### config.mk
export PLATFORM = sky130hd
export DESIGN_NAME = jcontrol
export DESIGN_NICKNAME = d
export VERILOG_FILES = /design/src/rtl/jcpu_pkg.sv /design/src/rtl/jflags.sv /design/src/rtl/jcontrol.sv
export SDC_FILE = /design/constraint.sdc
export NUM_CORES = 1
export LEC_CHECK = 0
export ABC_AREA = 1
export CAP_MARGIN = 20
export CORE_MARGIN = 2
export CORE_UTILIZATION = 40
export CTS_CLUSTER_SIZE = 8
export DETAILED_ROUTE_END_ITERATION = 10
export GPL_TIMING_DRIVEN = 0
export HOLD_SLACK_MARGIN = 0.08
export PLACE_DENSITY = 0.81
export SYNTH_ARGS = -nofsm -noshare
export SYNTH_HDL_FRONTEND = slang
export SYNTH_HIERARCHICAL = 1
export SYNTH_SLANG_ARGS = --single-unit
### constraint.sdc
create_clock -name clk -period 5.65 [get_ports clk]
set_clock_uncertainty 0.1 [all_clocks]
set_input_delay 0.8475 -clock clk [delete_from_list [all_inputs] [get_ports clk]]
set_output_delay 0.8475 -clock clk [all_outputs]
set_load 0.03 [all_outputs]
### src/rtl/jcpu_pkg.sv
// jcpu_pkg: shared opcodes, flag indices, step indices and monitor states
package jcpu_pkg;
  localparam logic [2:0] OP_LD    = 3'd0;
  localparam logic [2:0] OP_ST    = 3'd1;
  localparam logic [2:0] OP_DATA  = 3'd2;
  localparam logic [2:0] OP_JMPR  = 3'd3;
  localparam logic [2:0] OP_JMP   = 3'd4;
  localparam logic [2:0] OP_JMPIF = 3'd5;
  localparam logic [2:0] OP_CLF   = 3'd6;
  localparam logic [2:0] OP_IO    = 3'd7;
  localparam logic [2:0] ALU_ADD  = 3'd0;
  localparam logic [2:0] ALU_SHR  = 3'd1;
  localparam logic [2:0] ALU_SHL  = 3'd2;
  localparam logic [2:0] ALU_NOT  = 3'd3;
  localparam logic [2:0] ALU_AND  = 3'd4;
  localparam logic [2:0] ALU_OR   = 3'd5;
  localparam logic [2:0] ALU_XOR  = 3'd6;
  localparam logic [2:0] ALU_CMP  = 3'd7;
  localparam int F_C = 3;
  localparam int F_A = 2;
  localparam int F_E = 1;
  localparam int F_Z = 0;
  localparam int S1 = 0;
  localparam int S2 = 1;
  localparam int S3 = 2;
  localparam int S4 = 3;
  localparam int S5 = 4;
  localparam int S6 = 5;
  typedef enum logic [1:0] {MON_WAIT, MON_TRACK, MON_ERR} mon_e;
endpackage

### src/rtl/jflags.sv
// jflags: 4-bit flags register with synchronous reset and load enable
module jflags (
  input  logic       clk,
  input  logic       reset,
  input  logic       load_i,
  input  logic [3:0] d_i,
  output logic [3:0] q_o
);
  logic [3:0] flags_q;
  // capture new flags when loaded, clear on reset
  always_ff @(posedge clk) begin
    if (reset) flags_q <= 4'b0000;
    else if (load_i) flags_q <= d_i;
  end
  assign q_o = flags_q;
endmodule

### src/rtl/jcontrol.sv
// jcontrol: instruction-cycle strobe decode, flags register and stepper sequence monitor
module jcontrol
  import jcpu_pkg::*;
#(
  parameter int NREG = 4
) (
  input  logic            clk,
  input  logic            reset,
  input  logic            clke,
  input  logic            clks,
  input  logic [0:5]      step,
  input  logic [7:0]      ir,
  input  logic [3:0]      alu_flags,
  output logic            bus1,
  output logic [2:0]      alu_op,
  output logic            carry_in,
  output logic [NREG-1:0] ena_reg,
  output logic [NREG-1:0] set_reg,
  output logic            ena_ram,
  output logic            set_ram,
  output logic            set_mar,
  output logic            ena_iar,
  output logic            set_iar,
  output logic            set_ir,
  output logic            ena_acc,
  output logic            set_acc,
  output logic            set_tmp,
  output logic [3:0]      flags,
  output logic            seq_err
);
  logic            oh;
  logic [0:5]      s;
  logic [2:0]      op;
  logic [NREG-1:0] reg_a, reg_b, e_reg, s_reg;
  logic            e_ram, e_iar, e_acc, s_ram, s_mar, s_iar, s_ir, s_acc, s_tmp, s_flags, clf;
  mon_e            state_q, state_d;
  logic [0:5]      prev_q, prev_d;

  assign oh    = $onehot(step);
  assign s     = oh ? step : 6'b000000;
  assign op    = ir[6:4];
  assign reg_a = NREG'(1) << ir[3:2];
  assign reg_b = NREG'(1) << ir[1:0];

  // ungated decode of the current step and instruction; a non-one-hot step decodes to nothing
  always_comb begin
    bus1 = 1'b0; alu_op = ALU_ADD; carry_in = 1'b0;
    e_reg = '0; s_reg = '0;
    e_ram = 1'b0; e_iar = 1'b0; e_acc = 1'b0;
    s_ram = 1'b0; s_mar = 1'b0; s_iar = 1'b0; s_ir = 1'b0; s_acc = 1'b0; s_tmp = 1'b0;
    s_flags = 1'b0; clf = 1'b0;
    if (s[S1]) begin bus1 = 1'b1; e_iar = 1'b1; s_mar = 1'b1; s_acc = 1'b1; end
    if (s[S2]) begin e_ram = 1'b1; s_ir = 1'b1; end
    if (s[S3]) begin e_acc = 1'b1; s_iar = 1'b1; end
    if (ir[7]) begin
      if (s[S4]) begin e_reg = reg_b; s_tmp = 1'b1; end
      if (s[S5]) begin e_reg = reg_a; alu_op = op; carry_in = flags[F_C]; s_acc = 1'b1; s_flags = 1'b1; end
      if (s[S6] && op != ALU_CMP) begin e_acc = 1'b1; s_reg = reg_b; end
    end else begin
      case (op)
        OP_LD: begin
          if (s[S4]) begin e_reg = reg_a; s_mar = 1'b1; end
          if (s[S5]) begin e_ram = 1'b1; s_reg = reg_b; end
        end
        OP_ST: begin
          if (s[S4]) begin e_reg = reg_a; s_mar = 1'b1; end
          if (s[S5]) begin e_reg = reg_b; s_ram = 1'b1; end
        end
        OP_DATA: begin
          if (s[S4]) begin bus1 = 1'b1; e_iar = 1'b1; s_mar = 1'b1; s_acc = 1'b1; end
          if (s[S5]) begin e_ram = 1'b1; s_reg = reg_b; end
          if (s[S6]) begin e_acc = 1'b1; s_iar = 1'b1; end
        end
        OP_JMPR: if (s[S4]) begin e_reg = reg_b; s_iar = 1'b1; end
        OP_JMP: begin
          if (s[S4]) begin e_iar = 1'b1; s_mar = 1'b1; end
          if (s[S5]) begin e_ram = 1'b1; s_iar = 1'b1; end
        end
        OP_JMPIF: begin
          if (s[S4]) begin bus1 = 1'b1; e_iar = 1'b1; s_mar = 1'b1; s_acc = 1'b1; end
          if (s[S5]) begin e_acc = 1'b1; s_iar = 1'b1; end
          if (s[S6] && (ir[3:0] & flags) != 4'b0000) begin e_ram = 1'b1; s_iar = 1'b1; end
        end
        OP_CLF: if (s[S4]) begin bus1 = 1'b1; s_flags = 1'b1; clf = 1'b1; end
        default: ;
      endcase
    end
  end

  assign ena_reg = (clke & ~reset) ? e_reg : '0;
  assign set_reg = (clks & ~reset) ? s_reg : '0;
  assign ena_ram = clke & ~reset & e_ram;
  assign ena_iar = clke & ~reset & e_iar;
  assign ena_acc = clke & ~reset & e_acc;
  assign set_ram = clks & ~reset & s_ram;
  assign set_mar = clks & ~reset & s_mar;
  assign set_iar = clks & ~reset & s_iar;
  assign set_ir  = clks & ~reset & s_ir;
  assign set_acc = clks & ~reset & s_acc;
  assign set_tmp = clks & ~reset & s_tmp;

  jflags u_flags (
    .clk    (clk),
    .reset  (reset),
    .load_i (clks & s_flags),
    .d_i    (clf ? 4'b0000 : alu_flags),
    .q_o    (flags)
  );

  // monitor next state: wait for step 1, then allow only hold or advance by one; errors are sticky
  always_comb begin
    state_d = state_q;
    prev_d  = prev_q;
    case (state_q)
      MON_WAIT: if (step == 6'b100000) begin state_d = MON_TRACK; prev_d = step; end
      MON_TRACK:
        if (step == {prev_q[5], prev_q[0:4]}) prev_d = step;
        else if (step != prev_q) state_d = MON_ERR;
      default: state_d = MON_ERR;
    endcase
    if (!oh) state_d = MON_ERR;
  end

  // monitor state register
  always_ff @(posedge clk) begin
    if (reset) begin
      state_q <= MON_WAIT;
      prev_q  <= 6'b000000;
    end else begin
      state_q <= state_d;
      prev_q  <= prev_d;
    end
  end

  assign seq_err = state_q == MON_ERR;
endmodule

==> impl_metrics.py <==
metrics = {
    "timing": {
        "tightest_slew_ns": 0.493,
        "setup_viol_count_final": 0,
        "period_minus_slack_ns": 5.47,
        "setup_ws_ns": 0.183,
        "slew_viol_final": 0,
        "fmax_mhz": 183,
        "period_share": 0.968,
        "hold_viol_final": 0,
        "max_slew_margin": 0.670,
    },
    "final_layout": {
        "drive_gt1_frac": 0.104,
        "multi_input_area_mm2": 0.00115,
        "fin_util": 0.562,
        "fill_cells": 428,
        "area_growth_pct": 36.3,
        "diodes": 0,
        "final_area_mm2": 0.00223,
        "register_area_um2": 240,
        "layout.nets": 395,
    },
    "synthesis": {
        "yosys.area_share.adder": 0.0520,
        "syn-cell-area_mm2": 0.00164,
        "muxShareOfSynthArea": 0,
        "synth_ff_type": "dfxtp_1",
        "synthArstFlopShare": 0,
        "syn-num-nets": 341,
        "synth_top_cell_area_share": 0.206,
        "synth_top_family_by_area": "simple AND/OR/NAND/NOR gates",
        "synth_edf_count": 0,
        "synth_compound_area_frac": 0.137,
        "synth_cell_type_count": 30,
        "yosys-top-cells-area": "nand2_1 21%, dfxtp_1 15%, inv_1 13%",
        "netlist_instances": 314,
        "synth_top_area_cell": "nand2_1",
        "yosys_warnings": 6,
        "synth-seq-area-share": 0.147,
        "yosys-top-cells-count": "90 x nand2_1, 57 x inv_1, 49 x nor2_1, 25 x nand3_1, 17 x a21oi_1",
        "avgSynthCellArea_um2": 5.21,
        "synthSimpleGateAreaFrac": 0.502,
        "synth_seq_cells": 12,
        "synth_xor_area_frac": 0,
        "synth.most_common_cell": "nand2_1",
    },
    "clock_network": {
        "cts_root_buffer": "clkbuf_8",
        "cts_buffer_depth": 2,
        "cts_tree": "done",
        "worstSkewPairLatency_ns": 0.24,
        "cts_made_buffers": 3,
        "cts.sinks": 12,
        "cts.htree.levels": 1,
        "holdBufCountCts": 0,
        "cts.clk_slew.worst_paths_ns": 0.05,
    },
    "outcome": {
        "status": "complete, no violations",
    },
    "critical_path": {
        "cp-startpoint": "step[4]",
        "critical-path-max-stage-delay_ns": 0.50,
        "crit_type": "in2out",
        "critical_path_required_ns": 4.70,
        "start_kind": "primary input",
        "crit_chain": "clkdlybuf4s15_1 > inv_2 > fa_1 > fa_1 > inv_1 > ha_1 > fa_1 > inv_1 > nand2_1 > nor2_4 > buf_4 > nand2_4 > nor2_1 > inv_1 > a31oi_1 > clkdlybuf4s15_2",
        "reg2reg_slack_ns": 4.23,
        "crit_slowest_cell": "fa_1",
        "worstPathMaxFanout": 10,
        "cp.arrival_ns": 4.52,
        "reg2reg_depth": 8,
        "reg2reg_to": "prev_q[3]",
        "critPathCaptureType": "output pin",
        "r2r-start": "state_q[0]",
    },
    "detailed_routing": {
        "first_pass_iters": 5,
        "drc_errors": 0,
        "via_per_inst": 5.15,
        "drt_iter0_drc": 179,
        "ant_nets": 0,
        "vias": 2142,
        "drt-total-wl_mm": 5.03,
        "routedWlPerCell_um": 12.1,
    },
    "power_and_ir_drop": {
        "power.leakage_nw": 1.15,
        "switching_power_w": 0.000142,
        "switching_share": 0.421,
        "clock_power_share": 0.231,
        "p_int_w": 0.000196,
        "power_frac_seq": 0.264,
        "p_per_area_mw_per_mm2": 152,
        "pwr-share-comb": 0.505,
        "irDropWorstVdd_v": 0.000126,
    },
    "worst_hold_path": {
        "hp-start": "prev_q[5]",
        "min_path_type": "reg2reg",
        "whs_path_depth": 2,
        "holdPathEnd": "prev_q[5]",
    },
    "die": {
        "initial_utilization": 0.412,
        "pin_count": 49,
        "die_y_um": 68.0,
        "core_mm2": 0.00397,
        "rows": 23,
        "die-area_mm2": 0.00462,
        "dieWidth_um": 68.0,
    },
    "placement": {
        "dp_hpwl_mm": 3.84,
        "gp_congestion": 0.938,
        "io_buffers": 46,
        "place_ws_ns": -0.463,
        "dpl-instance-area_mm2": 0.00216,
    },
    "global_routing": {
        "antenna_found_initial": 0,
        "grt_first_pass_wirelength_mm": 8.11,
        "gr-total-overflow": 0,
        "grt_max_degree": 11,
        "grt_pass1_vias": 1791,
        "grt.total_usage": 0.227,
    },
    "job": {
        "max_cap_viol_count": 0,
    },
}
per-stage QoR:
stage | hold slack [ns] | std cells | total power [W] | TNS, ns
CTS | 0.383 | 413 | 0.000326 | -0.0321
detailed placement | 0.376 | 410 | 0.000250 | -6.33
floorplan | 0.362 | 314 | 0.000194 | 0
finish | 0.381 | 416 | 0.000338 | 0
global placement | 0.370 | 410 | 0.000247 | -4.19
global route | 0.409 | 416 | 0.000360 | -0.156
flip-flops by register name, indices dropped and copies added, names as in the netlist:
name         count
u_flags/q_o      4
state_q          2
prev_q           6
how the worst max path moves through the flow:
stage                       endpoint  slack (ns)
after floorplan              ena_iar        0.66
after global placement    ena_reg[2]       -0.37
after detailed placement  ena_reg[2]       -0.46
after CTS                 ena_reg[2]       -0.03
after global routing         ena_ram       -0.09
final                        set_acc        0.18
critical path, delay by kind of cell:
kind / cells / cell delay, ns
fa+ha+maj: 4 / 1.60
buf+inv: 7 / 1.35
simple gates: 4 / 0.55
compound gates: 1 / 0.18
placed cells by master, fill, tap and decap left out, drive strengths merged, types with 5 or more instances in the layout:
cell           Yosys  layout
a21oi             17      17
buf                3       6
clkbuf             3      10
clkdlybuf4s15      0      10
clkdlybuf4s50      0      24
dfxtp             12      12
dlygate4sd2        0       6
inv               61      61
nand2             93      93
nand3             26      26
nand4              9       9
nor2              55      55
nor3               5       5
o21ai             15      15
cell type report:
class	count	share of cell area
multi-input combinational	235	0.515
timing repair buffer	49	0.211
sequential	12	0.108
inverter	61	0.103
tap	50	0.0280
clock buffer	3	0.0185
buffer	6	0.0163
what timing repair did:
action | in CTS | in global routing
endpoints found under the setup margin | 21 | 22
setup buffers | 0 | 3
pin swaps | 0 | 1
resized for setup | 44 | 14
per-layer routing:
layer,GRT usage,wire length (um),vias to the layer above
met5,0,0,-
met4,0.0875,78,0
met3,0.0132,378,9
met2,0.370,2310,105
met1,0.313,2260,938
li1,-,-,1090
cells by family (layout without fill, tap and decap cells):
family | after synthesis | after routing
AND/OR/NAND/NOR | 189 | 189
adder cells (fa/ha/maj) | 5 | 5
flip-flops | 12 | 12
AO/OA/AOI/OAI | 41 | 41
buffers and inverters | 67 | 119
power groups by stage:
stage,clock (W),combinational [W],sequential (W)
3_5_place_dp,0,0.000159,0.0000912
4_1_cts,0.0000781,0.000159,0.0000895
3_3_place_gp,0,0.000156,0.0000911
6_report,0.0000781,0.000171,0.0000895
2_1_floorplan,0,0.000100,0.0000934
5_1_grt,0.0000807,0.000189,0.0000899
Power figures use the tool's default switching activity.
